--- config.mk ---
export PLATFORM = sky130hd
export DESIGN_NAME = program_selector
export DESIGN_NICKNAME = d
export VERILOG_FILES = /design/src/rtl/program_selector.sv
export SDC_FILE = /design/constraint.sdc
export NUM_CORES = 1
export LEC_CHECK = 0
export BUFFER_PORTS_ARGS = -buffer_cell sky130_fd_sc_hd__buf_2
export CAP_MARGIN = 5
export CORE_MARGIN = 10
export CORE_UTILIZATION = 50
export DETAILED_ROUTE_END_ITERATION = 12
export PLACE_DENSITY = 0.67
export RECOVER_POWER = 50
export SYNTH_ARGS = -nofsm -noshare
export SYNTH_HDL_FRONTEND = slang
export SYNTH_SLANG_ARGS = --single-unit
--- constraint.sdc ---
create_clock -name clk -period 3.6 [get_ports clk]
set_input_delay 0.72 -clock clk [delete_from_list [all_inputs] [get_ports clk]]
set_output_delay 0.72 -clock clk [all_outputs]
set_load 0.02 [all_outputs]
--- src/rtl/program_selector.sv ---
// Program-select front end: synchronised, hold-qualified next/prev buttons step a wrapping index.
// Optional auto-repeat while a single button is held: define PROGRAM_SELECTOR_AUTO_REPEAT_EN.
module program_selector #(
  parameter int unsigned NUM_PROGRAMS  = 16,
  parameter int unsigned PROG_W        = 4,
  parameter int unsigned CNT_W         = 24,
  parameter int unsigned HOLD_CYCLES   = 16777215,
  parameter int unsigned REPEAT_CYCLES = 8388608
) (
  input  logic              clk,
  input  logic              rst_n,
  input  logic              btn_next,
  input  logic              btn_prev,
  output logic [PROG_W-1:0] program_choosen,
  output logic              program_changed,
  output logic              busy
);

  if (NUM_PROGRAMS < 2 || HOLD_CYCLES < 2 || REPEAT_CYCLES < 1) begin : g_bad_params
    $error("program_selector: illegal parameter set");
  end

  localparam logic [PROG_W-1:0] LastIdx  = PROG_W'(NUM_PROGRAMS - 1);
  localparam logic [CNT_W-1:0]  HoldLast = CNT_W'(HOLD_CYCLES - 1);
`ifdef PROGRAM_SELECTOR_AUTO_REPEAT_EN
  localparam logic [CNT_W-1:0]  RepLast  = CNT_W'(REPEAT_CYCLES - 1);
`endif

  localparam logic [1:0] KeyNone  = 2'b00;
  localparam logic [1:0] KeyPrev  = 2'b01;
  localparam logic [1:0] KeyNext  = 2'b10;
  localparam logic [1:0] KeyChord = 2'b11;

  typedef enum logic [1:0] {StIdle, StCount, StRepeat, StWaitRel} state_e;

  state_e            state_q, state_d;
  logic [1:0]        sync1_q, sync2_q;
  logic [1:0]        key;
  logic [1:0]        key_q, key_d;
  logic [CNT_W-1:0]  cnt_q, cnt_d;
  logic [PROG_W-1:0] idx_q, idx_d;
  logic              changed_q;
  logic              act;

  assign key = sync2_q;

  // State register plus the index/pulse registers updated by an action.
  always_ff @(posedge clk) begin
    if (!rst_n) begin
      sync1_q   <= KeyNone;
      sync2_q   <= KeyNone;
      state_q   <= StIdle;
      key_q     <= KeyNone;
      cnt_q     <= '0;
      idx_q     <= '0;
      changed_q <= 1'b0;
    end else begin
      sync1_q   <= {btn_next, btn_prev};
      sync2_q   <= sync1_q;
      state_q   <= state_d;
      key_q     <= key_d;
      cnt_q     <= cnt_d;
      changed_q <= act;
      if (act) idx_q <= idx_d;
    end
  end

  always_comb begin
    state_d = state_q;
    key_d   = key_q;
    cnt_d   = cnt_q;
    unique case (state_q)
      StIdle: begin
        if (key != KeyNone) begin
          key_d   = key;
          cnt_d   = CNT_W'(1);
          state_d = StCount;
        end
      end
      StCount: begin
        if (key == KeyNone) begin
          state_d = StIdle;
        end else if (key != key_q) begin
          // Stagger or chord forming: restart qualification on the new key.
          key_d = key;
          cnt_d = CNT_W'(1);
        end else if (cnt_q == HoldLast) begin
`ifdef PROGRAM_SELECTOR_AUTO_REPEAT_EN
          if (key != KeyChord) begin
            state_d = StRepeat;
            cnt_d   = '0;
          end else begin
            state_d = StWaitRel;
          end
`else
          state_d = StWaitRel;
`endif
        end else begin
          cnt_d = cnt_q + CNT_W'(1);
        end
      end
`ifdef PROGRAM_SELECTOR_AUTO_REPEAT_EN
      StRepeat: begin
        if (key != key_q) begin
          state_d = StWaitRel;
        end else if (cnt_q == RepLast) begin
          cnt_d = '0;
        end else begin
          cnt_d = cnt_q + CNT_W'(1);
        end
      end
`endif
      StWaitRel: begin
        if (key == KeyNone) state_d = StIdle;
      end
      default: state_d = StIdle;
    endcase
  end

  always_comb begin
    act  = 1'b0;
    busy = (state_q != StIdle);
    unique case (state_q)
      StCount:  act = (key == key_q) && (cnt_q == HoldLast);
`ifdef PROGRAM_SELECTOR_AUTO_REPEAT_EN
      StRepeat: act = (key == key_q) && (cnt_q == RepLast);
`endif
      default:  act = 1'b0;
    endcase

    idx_d = idx_q;
    unique case (key_q)
      KeyNext:  idx_d = (idx_q == LastIdx) ? '0 : idx_q + PROG_W'(1);
      KeyPrev:  idx_d = (idx_q == '0) ? LastIdx : idx_q - PROG_W'(1);
      KeyChord: idx_d = '0;
      default:  idx_d = idx_q;
    endcase
  end

  assign program_choosen = idx_q;
  assign program_changed = changed_q;

endmodule

## Word level (Yosys, flattened, before mapping)

Cells that the tools add are included.
Widths: inputs -> output; s select.

| word-level totals | value |
|---|---|
| flip-flop bits (word level) | 37 |
| input bits | 4 |
| output and inout bits | 6 |

| operators by class | value |
|---|---|
| add/sub/neg operators | 3 |
| mux-type cells | 19 |
| equal/unequal tests | 16 |
| reductions and logical operators | 12 |

Operator list:

| operator | number |
|---|---|
| $mux 24 | 4 |
| $pmux 24 s2 | 1 |
| $add 24x1->24 const B | 1 |
| $eq 24x24->1 const B | 1 |
| $mux 2 | 8 |
| $pmux 4 s3 | 1 |
| $reduce_and 4->1 | 3 |
| $ne 3x3->1 const B | 3 |
| $mux 4 | 2 |
| $ne 2x2->1 const B | 4 |
| $eq 2x2->1 const B | 3 |
| $pmux 2 s3 | 1 |
| $reduce_bool 2->1 | 3 |
| $add 4x1->4 const B | 1 |
| $eq 2x1->1 const B | 2 |
| $eq 4x4->1 const B | 1 |
| $logic_not 2->1 | 2 |
| $logic_not 4->1 | 1 |
| $pmux 2 s2 | 1 |
| $sub 4x1->4 const B | 1 |
| $reduce_bool 3->1 | 1 |
| $eq 2x2->1 | 1 |
| $ne 2x2->1 | 1 |
| $reduce_and 2->1 | 1 |
| other kinds (2) | 2 |

## Longest topological paths before layout

Gate-level depths: netlist of run 1.

| depth | value |
|---|---|
| depth in word-level cells | 5 |
| gate-level depth with buffers | 9 |

## Worst setup path after synthesis of run 1

OpenSTA, ideal clock, no wires.

| path | value |
|---|---|
| path kind | input to register |
| start point | input port rst_n |
| end point | register cnt_q[3] |
| cell stages on the path | 5 |
| arrival time | 2138 ps |
| library setup time | 69 ps |
| path slack | 1393 ps |
| required time | 3531 ps |
| path buffers | 1 |
| cell sequence | clkbuf_1 -> inv_1 -> or4_1 -> or4_1 -> o21ai_1 |

RTL lines:

| what | RTL line | text |
|---|---|---|
| from (decl) | 11 | `input logic rst_n,` |
| to (signal assigned) | 62 | `cnt_q <= cnt_d;` |
| to (decl) | 40 | `logic [CNT_W-1:0] cnt_q, cnt_d;` |

==> results of run 1 <==
==> final timing paths <==
kind | start | end | slack [ns] | cells past startpoint
worst max-delay path | rst_n | cnt_q[3]$_SDFFE_PN0P_ | 0.93 | 5
worst min-delay path | sync1_q[1]$_SDFF_PN0_ | key[1]$_SDFF_PN0_ | 0.43 | 1
worst max register to register | key_q[0]$_SDFFE_PN0P_ | cnt_q[6]$_SDFFE_PN0P_ | 0.99 | 5
worst min register to register | sync1_q[1]$_SDFF_PN0_ | key[1]$_SDFF_PN0_ | 0.43 | 1
==> per-stage QoR <==
stage	setup WS [ns]	cell area (um2)	hold slack (ns)	power [mW]	utilization (%)
after floorplan	1.393	1976	0.4119	0.4644	-
after global placement	1.083	2022	0.4153	0.4737	54.01
after detailed placement	1.042	2022	0.4210	0.4745	54.01
after CTS	1.111	2123	0.4390	0.7956	56.72
after global routing	0.7935	2106	0.4515	0.8182	56.25
final	0.9276	2106	0.4342	0.7874	56.25
==> cells by family after synthesis <==
logic type | after synthesis | synth area share [%]
AO/OA/AOI/OAI | 69 | 23.31
XOR/XNOR | 6 | 2.660
adder cells (fa/ha/maj) | 4 | 2.533
multiplexers | 3 | 1.583
buffers and inverters | 21 | 5.066
AND/OR/NAND/NOR | 94 | 27.36
flip-flops | 37 | 37.49
==> power by group <==
part           total (mW)  switching, mW  internal, mW  leakage, nW
Clock               0.323          0.150         0.173       0.0542
Combinational      0.0466         0.0339        0.0127        0.287
Sequential          0.418        0.00516         0.413        0.299
==> per-layer routing <==
metal	track usage (%)	wire length, um	up-vias
met4	3.846	47	0
met5	0	0	-
met2	18.92	2059	34
met3	3.223	166	7
li1	-	-	900
met1	16.83	2232	845
==> final cells by class <==
class	instances	area [um2]	area share [%]
inverter	9	33.78	1.604
timing repair buffer	10	43.79	2.080
tap	48	60.06	2.852
clock buffer	7	96.34	4.575
sequential	37	740.7	35.18
clock inverter	1	5.005	0.2377
multi-input combinational	176	1126	53.48
==> flip-flops by register name, indices dropped and copies added (netlist names) <==
register	count
cnt_q	24
key	2
state_q	2
sync1_q	2
key_q	2
program_choosen	4
program_changed	1
==> cells in the final DEF, fill, tap and decap left out, drive strengths merged <==
cell | netlist | final
ha | 4 | 4
mux2 | 1 | 1
nand4 | 13 | 13
a31oi | 6 | 6
and2 | 5 | 5
o21ba | 1 | 1
or4 | 12 | 12
nand2 | 12 | 12
o21ai | 15 | 15
nor3 | 6 | 6
o311ai | 1 | 1
and3 | 1 | 1
or2 | 3 | 3
or3 | 6 | 6
xnor2 | 4 | 4
buf | 4 | 3
xor2 | 2 | 2
o31ai | 9 | 9
a21o | 3 | 3
clkinv | 0 | 1
dfxtp | 37 | 37
nor4b | 1 | 1
a311oi | 4 | 4
o41ai | 2 | 2
nor2 | 15 | 15
o211ai | 2 | 2
and4 | 2 | 2
clkbuf | 8 | 14
a221oi | 1 | 1
nand3 | 12 | 12
a21oi | 23 | 23
o22ai | 1 | 1
inv | 9 | 9
mux2i | 2 | 2
o31a | 1 | 1
nor4 | 2 | 2
nand2b | 2 | 2
nand4b | 2 | 2
==> worst max-delay path, cell delays in order <==
cell      delay (ns)
clkbuf_1        0.51
inv_1           0.37
or4_1           0.69
or4_1           0.52
o21ai_1         0.09
==> results.md, run 1 <==
* Status: finished clean
* Cts bufs inserted at 5
* # DRC at 0
* Routed len/inst at 15.65 um
* Clock Path Buffers at 2
* Share of the synthesized area in the top cell type at 37.49%
* CTS tree: yes
* Area growth syn-to-layout at 6.586%
* I/O Pins at 10
* GRT Total Usage at 12.52%
* Netlist Area Pre-Place at 0.001976 mm2
* Synth warn at 0
* Final wirelength at 4.506 mm
* Syn Inst Count at 234
* Post-Syn Nets at 242
* Drt pass-1 iters at 4
* Netlist cell types at 45
* Number of antenna violations at the first check in global routing at 0
* Final min period at 2.672 ns
* Leak at 0.6405 nW
* Post-Layout Cell Count at 288
* Fin Setup TNS at 0 ns
* Fin Clk Skew at 0.004317 ns
* Critical path fanouts, max at 17
* Port Buf Inserts at 9
* Total grt overflow at 0
* Top-count cell post-synth: dfxtp_1
* NumNets Final at 247
* Setup CP Type: input port to flip-flop
* Period utilization at 74.23%
* Fraction of layout cells with a size suffix above 1 at 9.583%
* CP Launch Type: input port
* Vias in the first global route at 1565
* Arrival @ worst endpoint at 2.90 ns
* Worst-Margin Slew at 1.133 ns
* H-tree level count at 2
* Final hold violation count at 0
* Placer Congestion at 0.8156
* Clock transition at path regs at 0.07 ns
* Routed Antenna Nets at 0
* Dominant synthesized flop cell: dfxtp_1
* Number of flops mapped to enable cells by yosys at 0
* # Max-Cap Violations at 0
* Pwr/cell area at 373.9 mW/mm2
* CTS Root Cell: clkbuf_8
* Die area at 0.006866 mm2
* Synth top cells by count: dfxtp_1 (37), a21oi_1 (18), nor2_1 (15)
* Routed vias at 1786
* Fin. max-slew vios at 0
* Worst vdd ir at 0.3189 mV
* Async SR Flop Fraction at 0%
* Starting DRT DRC Count at 167
* Setup Buffers After CTS at 0
* Ant diodes at 0
* Worst path required time at 3.82 ns
* Initial Util at 52.77%
* Synth top area cells: dfxtp_1 (37%), a21oi_1 (4.6%), or4_1 (4.2%), nand4_1 (3.8%), nand3_1 (3.0%)
* Largest net degree at the start of global routing at 28
* # hold bufs at CTS at 0
* Std cell rows at 22
* #FFs+latches synth at 37
* Fmax at 374.2 MHz
* Die Span Y at 82.86 um
* Mean post-synth cell area at 8.443 um2
* Cell taking the most area after synthesis: dfxtp_1
* Slew headroom at 23.88%
* Vias per cell at 6.201
* # clock sinks at 37
* Clk_lat worst skew at 0.29 ns
* Count of final setup violators at 0
* Fillcell total at 371
* RSZ-0062 raised after global routing: false
* Core ar. at 0.003744 mm2
* Post-CTS resize count at 0
* Sequential area share after synthesis at 37.49%
* First-pass GRT wire length at 7.507 mm
* Hold Path Class: flip-flop to flip-flop
* Cell total after placement at 280
* Die width at 82.86 um
* Dpl hpwl at 3.085 mm
* Worst setup EP type: flip-flop
No activity file was read; power rests on OpenSTA's default activity.
==> run 2: changes to the inputs <==
--- a/config.mk
+++ b/config.mk
@@ -10,7 +10,7 @@
 export CORE_MARGIN = 10
 export CORE_UTILIZATION = 50
 export DETAILED_ROUTE_END_ITERATION = 12
-export PLACE_DENSITY = 0.67
+export PLACE_DENSITY = 0.7
 export RECOVER_POWER = 50
 export SYNTH_ARGS = -nofsm -noshare
 export SYNTH_HDL_FRONTEND = slang
==> constraint.sdc (replaced) <==
create_clock -name clk -period 2.4 [get_ports clk]
set_input_delay 0.48 -clock clk [delete_from_list [all_inputs] [get_ports clk]]
set_output_delay 0.48 -clock clk [all_outputs]
set_load 0.02 [all_outputs]
==> results.md, run 2 (synthesis gave the netlist of run 1 again) <==
* Status: finished clean
* Setup CP Type: flip-flop to flip-flop
* Worst path required time at 2.63 ns (-1.19 ns)
* Post-CTS resize count at 0 (unchanged)
* Pwr/cell area at 583.9 mW/mm2 (+56%)
* Reg2Reg Depth at 6 (+1)
* Core ar. at 0.003744 mm2 (unchanged)
* Routed Antenna Nets at 0 (unchanged)
* RSZ-0062 raised after global routing: false
* Max stage delay cell, worst path: dfxtp_1
* Hold Path Depth at 2 (+1)
* Critical path fanouts, max at 27 (+10)
* Metal2 WL at 1.951 mm (-5.2%)
* Hold Path Sink: sync1_q[1]$_SDFF_PN0_
* Routed vias at 1808 (+1.2%)
* Largest net degree at the start of global routing at 28 (unchanged)
* Most common cell after layout, fill and taps aside: dfxtp_1
* Worst-path cell chain: xor2_1, or3_1, o31ai_4, buf_12, or4_1, a21oi_1
* Max incr delay on CP at 0.54 ns (-0.15 ns)
* CTS tree: yes
* Die width at 82.86 um (unchanged)
* Final wirelength at 4.515 mm (+0.20%)
* Starting DRT DRC Count at 102 (-39%)
* Cts bufs inserted at 5 (unchanged)
* Arrival @ worst endpoint at 2.39 ns (-0.51 ns)
* NumNets Final at 254 (+2.8%)
* Final min period at 2.153 ns
* Register-to-Register Setup Slack at 0.25 ns (-0.74 ns)
* Fin. max-slew vios at 0 (unchanged)
* GRT Total Usage at 13.03% (+0.51 points)
* Total design power at 1.276 mW (+62%)
* Clock Path Buffers at 2 (unchanged)
* Commonest non-fill, non-tap cells in the layout: dfxtp_1 (37), a21oi_1 (18), nor2_1 (15)
* Die Span Y at 82.86 um (unchanged)
* First-pass GRT wire length at 7.797 mm (+3.9%)
* I/O Pins at 10 (unchanged)
* Met1 wire length at 2.283 mm (+2.3%)
* Reg2reg end: cnt_q[17]$_SDFFE_PN0P_
* Std cell rows at 22 (unchanged)
* Largest Register: cnt_q
* Fmax at 464.6 MHz
* Drt pass-1 iters at 4 (unchanged)
* Area growth syn-to-layout at 10.64%
* Routed len/inst at 15.31 um (-2.2%)
* Count of final setup violators at 0 (unchanged)
* HP Start: btn_next
* Total grt overflow at 0 (unchanged)
* # Max-Cap Violations at 0 (unchanged)
* Port Buf Inserts at 9 (unchanged)
* Fin Clk Skew at 0.006341 ns (+0.002023 ns)
* Fin Setup TNS at 0 ns (unchanged)
* # DRC at 0 (unchanged)
* R2r startpoint: key_q[0]$_SDFFE_PN0P_
* Worst vdd ir at 0.4340 mV (+36%)
* Die area at 0.006866 mm2 (unchanged)
* Final hold violation count at 0 (unchanged)
* CTS Root Cell: clkbuf_8
* Met3 WL at 198 um (+19%)
* Leak at 0.6798 nW (+6.1%)
* Max layer used: met4
* DP Area at 0.002087 mm2 (+3.2%)
* Worst setup EP type: flip-flop
* Placer Congestion at 0.8127 (-0.36%)
* CP Launch Type: flip-flop
* Period utilization at 89.69%
* Slew headroom at 51.81% (+28 points)
* Clock transition at path regs at 0.07 ns (about the same)
* Vias in the first global route at 1653 (+5.6%)
* Worst-Margin Slew at 0.7229 ns (-0.4102 ns)
* # hold bufs at CTS at 0 (unchanged)
* Fraction of layout cells with a size suffix above 1 at 11.74% (+2.2 points)
* Dpl hpwl at 3.092 mm (+0.25%)
* Setup Buffers After CTS at 0 (unchanged)
* Number of antenna violations at the first check in global routing at 0 (unchanged)
* Number of flip-flops under the largest register name at 24 (unchanged)
* Vias per cell at 6.129 (-1.2%)
* Ant diodes at 0 (unchanged)
* Post-route cell area at 0.002186 mm2 (+3.8%)
* H-tree level count at 2 (unchanged)
* Initial Util at 52.77% (unchanged)
* Hold Path Class: input port to flip-flop
* Clk_lat worst skew at 0.30 ns (about the same)
* # clock sinks at 37 (unchanged)
* Fillcell total at 357 (-3.8%)
run 2: cell types whose count changed in the layout (fill, tap and decap cells not counted), sizes merged:
| cell | previous run | this run |
|---|---|---|
| buf | 3 | 8 |
| bufinv | 0 | 1 |
| clkbuf | 14 | 15 |
| clkinv | 1 | 0 |
| clkinvlp | 0 | 1 |
run 2: worst max-delay path, delay by kind of cell (launching register included):
kind	cells	cell delay, ns
flip-flops	1	0.54
buffers and inverters	1	0.18
XOR/XNOR	1	0.31
AND/OR/NAND/NOR	2	0.81
AO/OA/AOI/OAI	2	0.24
run 2: per-stage QoR:
step                      cells  hold slack, ns  utilization, %  setup slack, ns
after CTS                   295          0.3765           58.96           0.2459
after global placement      287          0.4138           55.75           0.2874
after detailed placement    287          0.4189           55.75           0.2631
after floorplan             234          0.4119               -           0.4016
final                       295          0.3840           58.39           0.2474
after global routing        295          0.3854           58.39          0.02999
run 2: worst max path at each step:
stage | depth (start not counted) | slack (ns) | startpoint | to
after detailed placement | 6 | 0.26 | key_q[0]$_SDFFE_PN0P_ | cnt_q[17]$_SDFFE_PN0P_
after floorplan | 7 | 0.40 | cnt_q[8]$_SDFFE_PN0P_ | cnt_q[10]$_SDFFE_PN0P_
after CTS | 6 | 0.25 | key_q[0]$_SDFFE_PN0P_ | cnt_q[17]$_SDFFE_PN0P_
after global routing | 6 | 0.03 | cnt_q[5]$_SDFFE_PN0P_ | cnt_q[14]$_SDFFE_PN0P_
final | 6 | 0.25 | key_q[0]$_SDFFE_PN0P_ | cnt_q[17]$_SDFFE_PN0P_
after global placement | 6 | 0.29 | key_q[0]$_SDFFE_PN0P_ | cnt_q[7]$_SDFFE_PN0P_
run 2: power breakdown:
group | internal [mW] | leakage (nW) | switching (mW) | total (mW)
sequential | 0.620 | 0.299 | 0.00710 | 0.627
combinational | 0.0266 | 0.323 | 0.0546 | 0.0811
clock | 0.338 | 0.0574 | 0.231 | 0.568
total | 0.984 | 0.680 | 0.292 | 1.28
run 2: routing by layer:
| layer | track usage (%) | vias up |
|---|---|---|
| li1 | - | 916 |
| met1 | 17.40 | 842 |
| met2 | 18.92 | 43 |
| met3 | 3.320 | 7 |
| met4 | 6.000 | 0 |
| met5 | 0 | - |
run 2: final cells by class:
type	count	area [um2]	area share, %
Clock buffer	6	82.58	3.778
Clock inverter	2	37.54	1.717
Inverter	9	33.78	1.546
Multi-Input combinational cell	176	1131	51.75
Sequential cell	37	740.7	33.89
Tap cell	48	60.06	2.748
Timing Repair Buffer	17	100.1	4.579
==> run 3: changes to the inputs <==
--- a/config.mk
+++ b/config.mk
@@ -8,9 +8,8 @@
 export BUFFER_PORTS_ARGS = -buffer_cell sky130_fd_sc_hd__buf_2
 export CAP_MARGIN = 5
 export CORE_MARGIN = 10
-export CORE_UTILIZATION = 50
+export CORE_UTILIZATION = 45
 export DETAILED_ROUTE_END_ITERATION = 12
-export PLACE_DENSITY = 0.7
 export RECOVER_POWER = 50
 export SYNTH_ARGS = -nofsm -noshare
 export SYNTH_HDL_FRONTEND = slang
==> results.md, run 3 (synthesis gave the netlist of run 1 again) <==
* Clk network pwr share at 47.5% (+3.0 points)
* Max layer used: met4
* Register-to-Register Setup Slack at 0.25 ns (about the same)
* Number of flip-flops under the largest register name at 24 (unchanged)
* Clock Path Buffers at 2 (unchanged)
* # hold bufs at CTS at 0 (unchanged)
* Post-route cell area at 0.002200 mm2 (+0.63%)
* Clock transition at path regs at 0.08 ns (about the same)
* R2r startpoint: cnt_q[8]$_SDFFE_PN0P_
* Die Span Y at 86.26 um (+4.1%)
* Vias per cell at 5.930 (-3.2%)
* Max incr delay on CP at 0.64 ns (+0.10 ns)
* RSZ-0062 raised after global routing: false
* First-pass GRT wire length at 8.059 mm (+3.4%)
* Hold Path Class: input port to flip-flop
* Worst vdd ir at 0.3446 mV (-21%)
* CTS Root Cell: clkbuf_8
* Worst setup EP type: flip-flop
* Commonest non-fill, non-tap cells in the layout: dfxtp_1 (37), a21oi_1 (18), nor2_1 (15)
* Final wirelength at 4.638 mm (+2.7%)
* Cts bufs inserted at 5 (unchanged)
* Critical path's most frequent cell: o21ai_0
* Routed Antenna Nets at 0 (unchanged)
* Count of final setup violators at 0 (unchanged)
* Final min period at 2.146 ns (-0.006984 ns)
* Critical path fanouts, max at 8 (-70%)
* Core ar. at 0.004294 mm2 (+15%)
* Reg2Reg Depth at 6 (unchanged)
* Arrival @ worst endpoint at 2.36 ns (-0.03 ns)
* Worst-path cell chain: nand4_1, or4_4, o21ai_0, buf_4, o21ai_0, a21oi_1
* Cell total after placement at 292 (+1.7%)
* Starting DRT DRC Count at 110 (+7.8%)
* Status: finished clean
* Worst-Margin Slew at 0.6867 ns (-0.03612 ns)
* Setup CP Type: flip-flop to flip-flop
* Critical Path Start: cnt_q[8]$_SDFFE_PN0P_
* Drt pass-1 iters at 6 (+2)
* Fraction of layout cells with a size suffix above 1 at 12.10% (+0.36 points)
* NumNets Final at 255 (+0.39%)
* Total design power at 1.346 mW (+5.5%)
* Dpl hpwl at 3.292 mm (+6.4%)
* Largest net degree at the start of global routing at 19 (-32%)
* Internal power at 1.058 mW (+7.6%)
* Fin Clk Skew at 0.005614 ns (-0.0007265 ns)
* # Max-Cap Violations at 0 (unchanged)
* Comb pwr share at 6.0% (-0.4 points)
* H-tree level count at 2 (unchanged)
* Leak at 0.6825 nW (+0.39%)
* Post-Layout Cell Count at 300 (+1.7%)
* Port Buf Inserts at 9 (unchanged)
* Die width at 86.26 um (+4.1%)
* CTS tree: yes
* Vias in the first global route at 1675 (+1.3%)
* Metal2 WL at 2.078 mm (+6.5%)
* CP Launch Type: flip-flop
* Worst path required time at 2.62 ns (about the same)
* Fmax at 466.1 MHz (+0.33%)
* GRT Total Usage at 13.15% (+0.12 points)
* Reg2reg end: cnt_q[15]$_SDFFE_PN0P_
* Met3 WL at 173 um (-13%)
* Net switching share of the total power at 21.38% (-1.5 points)
* Setup Buffers After CTS at 0 (unchanged)
* Die area at 0.007441 mm2 (+8.4%)
* Number of antenna violations at the first check in global routing at 0 (unchanged)
* Area growth syn-to-layout at 11.34%
* Final hold violation count at 0 (unchanged)
* # DRC at 0 (unchanged)
* Clk_lat worst skew at 0.29 ns (about the same)
* Reg power frac at 46.5% (-2.6 points)
* Fin Setup TNS at 0 ns (unchanged)
* Placer Congestion at 0.8290 (+2.0%)
* Fin. max-slew vios at 0 (unchanged)
* Total grt overflow at 0 (unchanged)
* DP Area at 0.002087 mm2 (unchanged)
* Pwr/cell area at 611.8 mW/mm2 (+4.8%)
* Routed len/inst at 15.46 um (+1.0%)
* Max stage delay cell, worst path: or4_4
* I/O Pins at 10 (unchanged)
* Routed vias at 1779 (-1.6%)
* Met1 wire length at 2.350 mm (+2.9%)
* Most common cell after layout, fill and taps aside: dfxtp_1
* CP endpoint: cnt_q[15]$_SDFFE_PN0P_
* Ant diodes at 0 (unchanged)
* Post-CTS resize count at 0 (unchanged)
* Initial Util at 46.01% (-6.8 points)
* Period utilization at 89.40% (-0.29 points)
* Std cell rows at 24 (+9.1%)
* # clock sinks at 37 (unchanged)
* Net Sw Power at 287.7 uW (-1.6%)
* Slew headroom at 54.22% (+2.4 points)
* Largest Register: cnt_q
run 3: cell count changes in the layout (fill, tap and decap cells not counted), sizes merged:
cell      change
buf           +2
bufinv        +1
clkbuf        -2
clkinv        +1
clkinvlp      -1
run 3: metrics by stage:
step	util (%)	worst slack, ns	hold slack, ns
final	51.22	0.2544	0.3984
after global placement	48.60	0.3159	0.4145
after global routing	51.22	0.06679	0.3903
after detailed placement	48.60	0.2840	0.4185
after CTS	51.72	0.2642	0.3889
after floorplan	-	0.4016	0.4119
run 3: cell type report:
type | count | area, um2
clock inverter | 3 | 65.06
sequential | 37 | 740.7
multi-input combinational | 176 | 1129
inverter | 9 | 33.78
clock buffer | 5 | 68.82
tap | 52 | 65.06
fill | 441 | 2095
timing repair buffer | 18 | 97.59
run 3: worst min-delay path by stage:
stage	start	to	slack, ns	cells past startpoint
6_report	btn_next	sync1_q[1]$_SDFF_PN0_	0.40	2
2_1_floorplan	sync1_q[0]$_SDFF_PN0_	key[0]$_SDFF_PN0_	0.41	1
3_5_place_dp	sync1_q[0]$_SDFF_PN0_	key[0]$_SDFF_PN0_	0.42	1
5_1_grt	btn_next	sync1_q[1]$_SDFF_PN0_	0.39	2
4_1_cts	btn_prev	sync1_q[0]$_SDFF_PN0_	0.39	2
3_3_place_gp	sync1_q[1]$_SDFF_PN0_	key[1]$_SDFF_PN0_	0.41	1
run 3: power groups by stage:
stage,clock network [mW],logic [mW],registers (mW)
finish,0.640,0.0802,0.626
CTS,0.656,0.0818,0.626
detailed placement,0,0.0813,0.640
floorplan,0,0.0584,0.638
global route,0.682,0.0892,0.627
global placement,0,0.0815,0.640
run 3: routing by layer:
metal,global-route usage [%],up-vias
met3,4.128,4
li1,-,916
met4,4.713,0
met1,17.36,835
met5,0,-
met2,19.61,24
run 3: critical path: cells and delay by family, from the launching register on:
kind                   cells  cell delay (ns)
buffers and inverters      1             0.22
AOI/OAI and AO/OA          3             0.54
DFF                        1             0.44
and+or+nand+nor            2             0.89
